[src/rtl/pcileech_tx_arbiter_if.sv]
// Handshake bundle between the per-source TX FIFOs, the TX arbiter and the FT601 TX FIFO write port.
// The arbiter connects through the master modport; the surrounding sources and sink use slave.
interface pcileech_tx_arbiter_if #(
    parameter int NUM_CH = 4
);
    logic [NUM_CH*64-1:0] ch_data;
    logic [NUM_CH-1:0]    ch_valid;
    logic [NUM_CH-1:0]    ch_last;
    logic [NUM_CH-1:0]    ch_ready;
    logic                 tx_almost_full;
    logic [63:0]          tx_data;
    logic                 tx_wren;
    logic                 drop_pulse;
    logic                 timeout_pulse;
    logic [NUM_CH*16-1:0] stat_words;

    modport master (
        input  ch_data, ch_valid, ch_last, tx_almost_full,
        output ch_ready, tx_data, tx_wren, drop_pulse, timeout_pulse, stat_words
    );

    modport slave (
        output ch_data, ch_valid, ch_last, tx_almost_full,
        input  ch_ready, tx_data, tx_wren, drop_pulse, timeout_pulse, stat_words
    );
endinterface

[src/rtl/pcileech_tx_arbiter.sv]
// Packet-aware N-channel arbiter merging MAGIC-tagged 64-bit words into the FT601 TX FIFO.
// Define PCILEECH_TX_ARB_STATS_EN to build saturating per-channel forwarded-word counters.
module pcileech_tx_arbiter #(
    parameter int NUM_CH       = 4,
    parameter int ARB_RR       = 0,
    parameter int LOCK_TIMEOUT = 1023
) (
    input  logic                  CLK,
    input  logic                  RESET,
    pcileech_tx_arbiter_if.master bus
);
    localparam int               IDX_W    = $clog2(NUM_CH);
    localparam logic [IDX_W:0]   NUM_CH_W = (IDX_W+1)'(NUM_CH);
    localparam logic [IDX_W-1:0] LAST_IDX = IDX_W'(NUM_CH - 1);
    localparam logic [15:0]      WD_LIMIT = 16'(LOCK_TIMEOUT);
    localparam logic [7:0]       MAGIC    = 8'h77;

    typedef enum logic [0:0] {
        ST_IDLE   = 1'b0,
        ST_LOCKED = 1'b1
    } state_t;

    state_t           state_r, state_next_s;
    logic [IDX_W-1:0] lock_idx_r, lock_idx_next_s;
    logic [IDX_W-1:0] rr_ptr_r, rr_ptr_next_s;
    logic [15:0]      wd_r, wd_next_s;
    logic [IDX_W-1:0] start_s, win_idx_s, grant_idx_s;
    logic             win_found_s, grant_req_s, grant_en_s;
    logic [63:0]      grant_data_s;
    logic             grant_last_s, magic_ok_s, fwd_s, drop_s, timeout_s;
    logic [NUM_CH-1:0] ready_s;
    logic [63:0]      tx_data_r;
    logic             tx_wren_r, drop_pulse_r, timeout_pulse_r;

    function automatic logic [IDX_W-1:0] next_idx(input logic [IDX_W-1:0] idx);
        if (idx == LAST_IDX) begin
            return '0;
        end else begin
            return idx + {{(IDX_W-1){1'b0}}, 1'b1};
        end
    endfunction

    assign start_s = (ARB_RR != 0) ? rr_ptr_r : '0;

    // Idle-state winner: first valid channel scanning upward from start_s with wrap.
    always_comb begin
        logic [IDX_W:0] cand;
        win_found_s = 1'b0;
        win_idx_s   = '0;
        cand        = '0;
        for (int k = 0; k < NUM_CH; k++) begin
            cand = {1'b0, start_s} + (IDX_W+1)'(k);
            if (cand >= NUM_CH_W) begin
                cand = cand - NUM_CH_W;
            end else begin
                cand = cand;
            end
            if (!win_found_s && bus.ch_valid[cand[IDX_W-1:0]]) begin
                win_found_s = 1'b1;
                win_idx_s   = cand[IDX_W-1:0];
            end else begin
                win_found_s = win_found_s;
            end
        end
    end

    // Grant source: fresh arbitration when idle, only the held channel while locked.
    always_comb begin
        grant_idx_s = win_idx_s;
        grant_req_s = win_found_s;
        if (state_r == ST_LOCKED) begin
            grant_idx_s = lock_idx_r;
            grant_req_s = bus.ch_valid[lock_idx_r];
        end else begin
            grant_idx_s = win_idx_s;
            grant_req_s = win_found_s;
        end
    end

    assign grant_en_s   = grant_req_s & ~RESET & ~bus.tx_almost_full;
    assign grant_data_s = bus.ch_data[{grant_idx_s, 6'd0} +: 64];
    assign grant_last_s = bus.ch_last[grant_idx_s];
    assign magic_ok_s   = (grant_data_s[7:0] == MAGIC);
    assign fwd_s        = grant_en_s & magic_ok_s;
    assign drop_s       = grant_en_s & ~magic_ok_s;

    // One-hot ready toward the granted channel only.
    always_comb begin
        ready_s = '0;
        if (grant_en_s) begin
            ready_s[grant_idx_s] = 1'b1;
        end else begin
            ready_s = '0;
        end
    end

    // Lock FSM with watchdog; a transfer in the expiry cycle clears the watchdog, so it wins.
    always_comb begin
        state_next_s    = state_r;
        lock_idx_next_s = lock_idx_r;
        rr_ptr_next_s   = rr_ptr_r;
        wd_next_s       = wd_r;
        timeout_s       = 1'b0;
        case (state_r)
            ST_IDLE: begin
                wd_next_s = 16'd0;
                if (grant_en_s && !grant_last_s) begin
                    state_next_s    = ST_LOCKED;
                    lock_idx_next_s = grant_idx_s;
                end else if (grant_en_s) begin
                    rr_ptr_next_s = next_idx(grant_idx_s);
                end else begin
                    state_next_s = ST_IDLE;
                end
            end
            ST_LOCKED: begin
                if (grant_en_s) begin
                    wd_next_s = 16'd0;
                    if (grant_last_s) begin
                        state_next_s  = ST_IDLE;
                        rr_ptr_next_s = next_idx(lock_idx_r);
                    end else begin
                        state_next_s = ST_LOCKED;
                    end
                end else if ((wd_r + 16'd1) == WD_LIMIT) begin
                    state_next_s  = ST_IDLE;
                    rr_ptr_next_s = next_idx(lock_idx_r);
                    wd_next_s     = 16'd0;
                    timeout_s     = 1'b1;
                end else begin
                    wd_next_s = wd_r + 16'd1;
                end
            end
            default: begin
                state_next_s = ST_IDLE;
                wd_next_s    = 16'd0;
            end
        endcase
    end

    // Arbitration state registers.
    always_ff @(posedge CLK) begin
        if (RESET) begin
            state_r    <= ST_IDLE;
            lock_idx_r <= '0;
            rr_ptr_r   <= '0;
            wd_r       <= 16'd0;
        end else begin
            state_r    <= state_next_s;
            lock_idx_r <= lock_idx_next_s;
            rr_ptr_r   <= rr_ptr_next_s;
            wd_r       <= wd_next_s;
        end
    end

    // Registered downstream write port and status pulses.
    always_ff @(posedge CLK) begin
        if (RESET) begin
            tx_data_r       <= 64'd0;
            tx_wren_r       <= 1'b0;
            drop_pulse_r    <= 1'b0;
            timeout_pulse_r <= 1'b0;
        end else begin
            tx_wren_r       <= fwd_s;
            drop_pulse_r    <= drop_s;
            timeout_pulse_r <= timeout_s;
            if (fwd_s) begin
                tx_data_r <= grant_data_s;
            end
        end
    end

    assign bus.ch_ready      = ready_s;
    assign bus.tx_data       = tx_data_r;
    assign bus.tx_wren       = tx_wren_r;
    assign bus.drop_pulse    = drop_pulse_r;
    assign bus.timeout_pulse = timeout_pulse_r;

`ifdef PCILEECH_TX_ARB_STATS_EN
    logic [15:0]          stat_r [NUM_CH];
    logic [NUM_CH*16-1:0] stat_flat_s;

    // Saturating count of words actually written downstream, per channel.
    always_ff @(posedge CLK) begin
        if (RESET) begin
            for (int i = 0; i < NUM_CH; i++) begin
                stat_r[i] <= 16'd0;
            end
        end else if (fwd_s && (stat_r[grant_idx_s] != 16'hFFFF)) begin
            stat_r[grant_idx_s] <= stat_r[grant_idx_s] + 16'd1;
        end
    end

    // Flatten counters onto the status bus.
    always_comb begin
        stat_flat_s = '0;
        for (int i = 0; i < NUM_CH; i++) begin
            stat_flat_s[16*i +: 16] = stat_r[i];
        end
    end

    assign bus.stat_words = stat_flat_s;
`else
    assign bus.stat_words = '0;
`endif

endmodule

[src/flat_wrapper.sv]
// flat-port wrapper written by rule: the top's interface ports become plain ports
module pcileech_tx_arbiter_flat 
#(
    parameter int NUM_CH       = 4,
    parameter int ARB_RR       = 0,
    parameter int LOCK_TIMEOUT = 1023
)
  (CLK, RESET, bus_ch_data, bus_ch_valid, bus_ch_last, bus_tx_almost_full, bus_ch_ready, bus_tx_data, bus_tx_wren, bus_drop_pulse, bus_timeout_pulse, bus_stat_words);
  pcileech_tx_arbiter_if #(.NUM_CH(NUM_CH)) bus_i ();
  input  logic CLK;
  input  logic RESET;
  input wire logic [$bits(bus_i.ch_data)-1:0] bus_ch_data;
  input wire logic [$bits(bus_i.ch_valid)-1:0] bus_ch_valid;
  input wire logic [$bits(bus_i.ch_last)-1:0] bus_ch_last;
  input wire logic [$bits(bus_i.tx_almost_full)-1:0] bus_tx_almost_full;
  output wire logic [$bits(bus_i.ch_ready)-1:0] bus_ch_ready;
  output wire logic [$bits(bus_i.tx_data)-1:0] bus_tx_data;
  output wire logic [$bits(bus_i.tx_wren)-1:0] bus_tx_wren;
  output wire logic [$bits(bus_i.drop_pulse)-1:0] bus_drop_pulse;
  output wire logic [$bits(bus_i.timeout_pulse)-1:0] bus_timeout_pulse;
  output wire logic [$bits(bus_i.stat_words)-1:0] bus_stat_words;
  assign bus_i.ch_data = bus_ch_data;
  assign bus_i.ch_valid = bus_ch_valid;
  assign bus_i.ch_last = bus_ch_last;
  assign bus_i.tx_almost_full = bus_tx_almost_full;
  assign bus_ch_ready = bus_i.ch_ready;
  assign bus_tx_data = bus_i.tx_data;
  assign bus_tx_wren = bus_i.tx_wren;
  assign bus_drop_pulse = bus_i.drop_pulse;
  assign bus_timeout_pulse = bus_i.timeout_pulse;
  assign bus_stat_words = bus_i.stat_words;
  pcileech_tx_arbiter #(.NUM_CH(NUM_CH), .ARB_RR(ARB_RR), .LOCK_TIMEOUT(LOCK_TIMEOUT)) u_core (.CLK(CLK), .RESET(RESET), .bus(bus_i));
endmodule
[config.mk]
export PLATFORM = sky130hd
export DESIGN_NAME = pcileech_tx_arbiter_flat
export DESIGN_NICKNAME = d
export VERILOG_FILES = /design/src/rtl/pcileech_tx_arbiter_if.sv /design/src/rtl/pcileech_tx_arbiter.sv /design/src/flat_wrapper.sv
export SDC_FILE = /design/constraint.sdc
export NUM_CORES = 1
export LEC_CHECK = 0
export ABC_AREA = 0
export CORE_AREA = 2 2 154 156
export CTS_CLUSTER_SIZE = 10
export DETAILED_ROUTE_END_ITERATION = 8
export DIE_AREA = 0 0 156 158
export MAX_ROUTING_LAYER = met4
export PLACE_DENSITY = 0.67
export SYNTH_ARGS = -nofsm -noshare
export SYNTH_HDL_FRONTEND = slang
export SYNTH_SLANG_ARGS = --single-unit
[constraint.sdc]
create_clock -name CLK -period 5.1 [get_ports CLK]
set_input_delay 1.02 -clock CLK [delete_from_list [all_inputs] [get_ports CLK]]
set_output_delay 1.02 -clock CLK [all_outputs]
set_load 0.02 [all_outputs]
==> key figures, run 1 <==
Run status
  – Status: completed

Worst setup path
  – WP data arrival: 3330 ps
  – Max FO, Critical Path: 6
  – CP Data Required Time: 4080 ps
  – CP Class: in -> out
  – Startpoint Class: input port
  – Endpoint type of the worst setup path: primary output

Clocking
  – Clock Pin Slew Worst Setup and Hold Paths: 60 ps
  – CTS H-tree depth: 3
  – Hold Buf Count CTS: 0
  – Clock Tree Buf Depth: 2
  – Post-CTS resize count: 0
  – Post-CTS setup buffers: 0
  – CTS tree: yes
  – CTS root buf: clkbuf_16
  – Clock sink count: 86
  – Clock latency on the worst-skew pair: 340 ps
  – CTS buffer count: 9

Floorplan
  – Die area: 24600 um2
  – Die height: 158 um
  – # rows: 56
  – Initial core utilization: 25.3%
  – IO Count: 402
  – Width of the die: 156 um
  – Core area: 23100 um2

Layout
  – Antenna diode count: 0
  – Register area: 1720 um2
  – Share of cells above drive strength 1: 3.59%
  – Area of the multi-input gates: 3550 um2
  – Area grow syn2layout: 61.1%
  – NumNets Final: 1435
  – Fillers: 2368
  – Cell area after layout: 9410 um2

STA
  – Slew Limit Fails: 0
  – Setup Skew: 7.44 ps
  – Final TNS setup: 0 ps
  – Final hold vios: 0
  – Normalized max-slew margin: 22.7%
  – Max Clk Rate: 230 MHz
  – Crit path time final: 4350 ps
  – Final setup viols: 0
  – Crit share post-route: 85.2%
  – Unrepaired setup endpoints after global routing: no
  – Worst-Margin Slew: 1160 ps

Synth
  – Synth Flop Type: dfxtp_1
  – Synth Instances: 881
  – Post-synthesis cell area: 5840 um2
  – Post-synthesis cell type count: 45
  – EDFF count, synth: 0
  – Synthesis-stage register bit count: 86
  – Fraction of registers with async set/reset: 0%
  – Yosys warning count: 0
  – Seq/Total Area, Yosys: 29.5%
  – Syn_area_per_cell: 6.63 um2

Power
  – Pleak: 3.44 nW
  – Pwr per Cell Area: 196 nW/um2
  – VDD IR-drop max: 104 uV

Global route
  – First-pass GRT wire length: 34.0 mm
  – Initial antenna violation count: 0
  – Pin count of the biggest net entering global routing: 71
  – GR Overflow Total: 0
  – Vias in the first global route: 6378
  – Gr usage total: 18.0%

Placement
  – DP Area: 9130 um2
  – HPWL after DPL: 16.7 mm
  – GPL Wtd Cong: 0.810
  – IO Port Bufs: 337

Run
  – Maxcap violations: 0

Drt
  – DR vias/cell: 4.76
  – Final ANT Viol Nets: 0
  – DRT iter0 DRCs: 516
  – Via count: 6946
  – Drt drc: 0
  – Routed len/inst: 15.6 um
  – Drt pass-1 iters: 4
  – Final wirelength: 22.8 mm

Min path
  – HP Class: reg -> reg
## state kept, by name, indices dropped and copies added (netlist names)
register                  flops
u_core.bus.tx_data           64
u_core.bus.timeout_pulse      1
u_core.bus.tx_wren            1
u_core.state_r                1
u_core.wd_r                  16
u_core.lock_idx_r             2
u_core.bus.drop_pulse         1
## area by class of cell
type	instances	share of cell area, %
Multi-Input combinational cell	713	37.8
Timing Repair Buffer	348	36.8
Sequential cell	86	18.3
Tap cell	290	3.86
Clock buffer	12	2.73
Inverter	8	0.319
Clock inverter	3	0.199
## cell usage after synthesis (2+ instances only)
| library cell | n | area share (%) |
|---|---|---|
| nor4_1 | 4 | 0.43 |
| nand4b_1 | 8 | 1.2 |
| or3_1 | 4 | 0.43 |
| nand2b_1 | 2 | 0.21 |
| a211oi_1 | 3 | 0.39 |
| buf_1 | 3 | 0.19 |
| nor3b_1 | 3 | 0.39 |
| buf_4 | 70 | 9.0 |
| xnor2_1 | 10 | 1.5 |
| nor2_1 | 34 | 2.2 |
| nand4_1 | 59 | 6.3 |
| o21ai_1 | 30 | 2.6 |
| mux2_2 | 2 | 0.39 |
| a21oi_1 | 61 | 5.2 |
| mux2i_1 | 4 | 0.69 |
| buf_2 | 14 | 1.2 |
| dfxtp_1 | 86 | 29 |
| o211ai_1 | 5 | 0.64 |
| nor3_1 | 6 | 0.51 |
| clkbuf_1 | 48 | 3.1 |
| ha_1 | 2 | 0.43 |
| inv_1 | 8 | 0.51 |
| o21a_1 | 7 | 0.90 |
| o31ai_1 | 2 | 0.26 |
| nand2_1 | 237 | 15 |
| nor2b_1 | 2 | 0.21 |
| o21ai_0 | 27 | 2.3 |
| nand3_1 | 120 | 10 |
| xor2_1 | 4 | 0.60 |
## final timing paths
check,start,to,slack [ps],cells past startpoint
setup / recovery,bus_ch_valid[1],bus_ch_ready[1],750,7
hold / removal,u_core.bus.tx_data[6],u_core.bus.tx_data[6],470,1
setup reg to reg,u_core.state_r,u_core.bus.tx_data[2],1760,7
hold reg to reg,u_core.bus.tx_data[6],u_core.bus.tx_data[6],470,1
## where the power goes
group          internal (mW)  leakage (nW)  switching (mW)
Clock                  0.355         0.139           0.270
Sequential             0.675         0.693         0.00523
Combinational          0.261          2.61           0.280
## cells by family after synthesis
family,count (synthesis),synth area share [%]
AND/OR/NAND/NOR,483,38.1
buffers and inverters,145,14.3
AO/OA/AOI/OAI,143,14.1
flip-flops,86,29.5
XOR/XNOR,14,2.10
multiplexers,7,1.46
adder cells (fa/ha/maj),2,0.428
other,1,0.0642
## layer usage
metal	up-vias	global-route usage, %	part of all wire [%]
li1	3480	-	-
met1	3154	21.0	43
met2	291	31.1	48
met3	21	4.19	7.0
met4	0	5.24	2.0
met5	-	-	0
## metrics by stage
step	setup slack [ps]	hold slack, ps	util, %	total power [mW]	instances
final	753	468	40.8	1.85	1460
after global routing	626	486	40.8	1.95	1460
after CTS	720	472	40.8	1.88	1460
after detailed placement	733	457	39.6	1.24	1445
after global placement	795	452	39.6	1.23	1445
after floorplan	1400	463	-	0.992	944
## worst max-delay path, cell delays in order
cell	delay, ps
clkdlybuf4s50_1	470
or3_1	500
o31ai_1	510
a21oi_4	40
nand2_1	180
nor2_1	60
clkdlybuf4s50_1	540
## placed cells by master, fill, tap and decap left out, types with 2 or more instances in the layout
| master | instances |
|---|---|
| mux2i_1 | 3 |
| nor2_1 | 34 |
| dfxtp_1 | 86 |
| nor3_1 | 6 |
| nand4b_1 | 8 |
| o21a_1 | 6 |
| nand2_1 | 237 |
| xor2_1 | 4 |
| clkbuf_16 | 9 |
| or3_1 | 4 |
| a211oi_1 | 3 |
| conb_1 | 64 |
| clkbuf_8 | 2 |
| nor2b_1 | 2 |
| o31ai_1 | 2 |
| nand3_1 | 120 |
| inv_1 | 8 |
| clkdlybuf4s50_1 | 336 |
| nor4_1 | 4 |
| a21oi_1 | 60 |
| o21ai_0 | 27 |
| mux2_2 | 2 |
| ha_1 | 2 |
| clkinv_2 | 2 |
| nand2b_1 | 2 |
| nand4_1 | 59 |
| o211ai_1 | 5 |
| nor3b_1 | 3 |
| xnor2_1 | 10 |
| o21ai_1 | 30 |
| buf_4 | 10 |
(Power assumes the default switching activity.)
==> run 2: changes to the inputs <==
--- a/config.mk
+++ b/config.mk
@@ -6,12 +6,15 @@
 export NUM_CORES = 1
 export LEC_CHECK = 0
 export ABC_AREA = 0
-export CORE_AREA = 2 2 154 156
+export CELL_PAD_IN_SITES_DETAIL_PLACEMENT = 1
+export CELL_PAD_IN_SITES_GLOBAL_PLACEMENT = 1
+export CORE_MARGIN = 2
+export CORE_UTILIZATION = 25
 export CTS_CLUSTER_SIZE = 10
 export DETAILED_ROUTE_END_ITERATION = 8
-export DIE_AREA = 0 0 156 158
 export MAX_ROUTING_LAYER = met4
-export PLACE_DENSITY = 0.67
+export PLACE_DENSITY = 0.93
+export REMOVE_ABC_BUFFERS = 1
 export SYNTH_ARGS = -nofsm -noshare
 export SYNTH_HDL_FRONTEND = slang
 export SYNTH_SLANG_ARGS = --single-unit
==> key figures, run 2 (same netlist as run 1, synthesis figures left out) <==
Run status
  – Status: completed (unchanged)

Layout
  – Area grow syn2layout: 62.2% (was 61.1%)
  – Antenna diode count: 0 (unchanged)
  – Most frequent cells in the layout: 336 x clkdlybuf4s50_1, 237 x nand2_1, 120 x nand3_1 (unchanged)
  – Cell area after layout: 9470 um2 (was 9410 um2)
  – NumNets Final: 1438 (was 1435)
  – Largest register FFs: 64 (unchanged)
  – Commonest non-fill, non-tap cell in the layout: clkdlybuf4s50_1 (unchanged)
  – Final Util: 41.6% (was 40.8%)
  – Finished Layout Cells: 1486 (was 1460)
  – Share of cells above drive strength 1: 3.84% (was 3.59%)

Clocking
  – Hold Buf Count CTS: 0 (unchanged)
  – Clock Tree Buf Depth: 2 (unchanged)
  – Post-CTS setup buffers: 0 (unchanged)
  – Clock latency on the worst-skew pair: 350 ps (was 340 ps)
  – CTS root buf: clkbuf_16 (unchanged)
  – Clock sink count: 86 (unchanged)
  – Post-CTS resize count: 0 (unchanged)
  – CTS H-tree depth: 3 (unchanged)
  – Clock Pin Slew Worst Setup and Hold Paths: 50 ps (was 60 ps)
  – CTS buffer count: 9 (unchanged)
  – CTS tree: yes (unchanged)

Worst setup path
  – Reg2Reg Setup Slack: 1650 ps (was 1760 ps)
  – CP Class: in -> out (unchanged)
  – Cell mode on critical path: clkdlybuf4s50_1 (unchanged)
  – CP startpoint: bus_ch_valid[1] (unchanged)
  – Endpoint type of the worst setup path: primary output (unchanged)
  – Delay-heaviest family, CP: buffers and inverters (unchanged)
  – Worst path max stage delay: 590 ps (was 540 ps)
  – Worst path slowest cell: clkdlybuf4s50_1 (unchanged)
  – R2R depth: 7 (unchanged)
  – CP Buf/Inv Count: 3 (was 2)
  – RR Endpoint: u_core.bus.tx_data[33] (was u_core.bus.tx_data[2])
  – CP Data Required Time: 4080 ps (about the same)
  – Worst r2r src: u_core.state_r (unchanged)
  – Startpoint Class: input port (unchanged)
  – WP data arrival: 3280 ps (was 3330 ps)
  – Crit-path cells: clkdlybuf4s50_1 -> or3_1 -> o31ai_1 -> buf_4 -> a21oi_4 -> nand2_1 -> nor2_1 -> clkdlybuf4s50_1 (was clkdlybuf4s50_1 -> or3_1 -> o31ai_1 -> a21oi_4 -> nand2_1 -> nor2_1 -> clkdlybuf4s50_1)
  – Max FO, Critical Path: 6 (unchanged)

Power
  – Pleak: 3.46 nW (was 3.44 nW)
  – Overall Power: 1.91 mW (was 1.85 mW)
  – Pwr per Cell Area: 202 nW/um2 (was 196 nW/um2)
  – VDD IR-drop max: 150 uV (was 104 uV)

Floorplan
  – # rows: 55 (was 56)
  – Die area: 24600 um2 (about the same)
  – Width of the die: 157 um (was 156 um)
  – Die height: 157 um (was 158 um)
  – Core area: 22800 um2 (was 23100 um2)
  – Initial core utilization: 25.6% (was 25.3%)
  – IO Count: 402 (unchanged)

Global route
  – Initial antenna violation count: 0 (unchanged)
  – First-pass GRT wire length: 39.5 mm (was 34.0 mm)
  – Gr usage total: 21.0% (was 18.0%)
  – Vias in the first global route: 7539 (was 6378)
  – GR Overflow Total: 0 (unchanged)
  – Pin count of the biggest net entering global routing: 62 (was 71)

Drt
  – Drt drc: 0 (unchanged)
  – Via count: 7247 (was 6946)
  – DRT iter0 DRCs: 354 (was 516)
  – Drt pass-1 iters: 5 (was 4)
  – Routed len/inst: 17.6 um (was 15.6 um)
  – Final wirelength: 26.2 mm (was 22.8 mm)
  – DR vias/cell: 4.88 (was 4.76)
  – Final ANT Viol Nets: 0 (unchanged)

STA
  – Final hold vios: 0 (unchanged)
  – Final setup viols: 0 (unchanged)
  – Normalized max-slew margin: 23.5% (was 22.7%)
  – Unrepaired setup endpoints after global routing: no (unchanged)
  – WHS: 471 ps (was 468 ps)
  – Max Clk Rate: 232 MHz (was 230 MHz)
  – Final TNS setup: 0 ps (unchanged)
  – Slew Limit Fails: 0 (unchanged)
  – Crit path time final: 4300 ps (was 4350 ps)
  – Final critical-path setup slack: 796 ps (was 753 ps)
  – Worst-Margin Slew: 1150 ps (was 1160 ps)
  – Crit share post-route: 84.4% (was 85.2%)
  – Setup Skew: 11.5 ps (was 7.44 ps)

Min path
  – Hold path start: u_core.bus.tx_data[2] (was u_core.bus.tx_data[6])
  – HP Class: reg -> reg (unchanged)
  – Hold Path End: u_core.bus.tx_data[2] (was u_core.bus.tx_data[6])
  – Hold path depth: 1 (unchanged)

Run
  – Maxcap violations: 0 (unchanged)

Placement
  – DP Area: 9170 um2 (was 9130 um2)
  – IO Port Bufs: 337 (unchanged)
  – HPWL after DPL: 20.0 mm (was 16.7 mm)
  – Placed cell count: 1471 (was 1445)
  – Place WS: 754 ps (was 733 ps)
  – GPL Wtd Cong: 0.850 (was 0.810)
[run 2: where the power goes]
group	switching, mW	internal, mW	total (mW)
logic	0.295	0.262	0.557
registers	0.00600	0.675	0.681
clock network	0.268	0.404	0.672
total	0.569	1.34	1.91
[run 2: layer usage]
metal | GRT usage, % | vias to the layer above | routed length, um
met4 | 7.47 | 0 | 747
met5 | - | - | 0
met2 | 37.6 | 287 | 13500
li1 | - | 3480 | -
met1 | 23.5 | 3439 | 10400
met3 | 3.49 | 41 | 1590
[run 2: cell type report]
type	instances	area (um2)
clock inverter	3	43.8
tap	313	392
fill	2838	13300
inverter	8	30.0
sequential	86	1720
clock buffer	12	256
timing repair buffer	351	3470
multi-input combinational	713	3550
[run 2: worst max-delay path by stage]
stage | end | slack, ps | depth (start not counted)
3_5_place_dp | u_core.bus.tx_data[33] | 750 | 8
5_1_grt | bus_ch_ready[1] | 680 | 8
6_report | bus_ch_ready[1] | 800 | 8
4_1_cts | bus_ch_ready[1] | 780 | 8
2_1_floorplan | u_core.bus.tx_data[8] | -570 | 5
3_3_place_gp | bus_ch_ready[1] | 820 | 8
[run 2: worst reg2reg max path, cell delays in order (launching register included)]
cell and delay [ps]:
dfxtp_1 640, nor2_1 190, a221oi_4 370, buf_4 310
mux2i_1 400, mux2_2 970, o21ai_0 280, a21oi_1 210
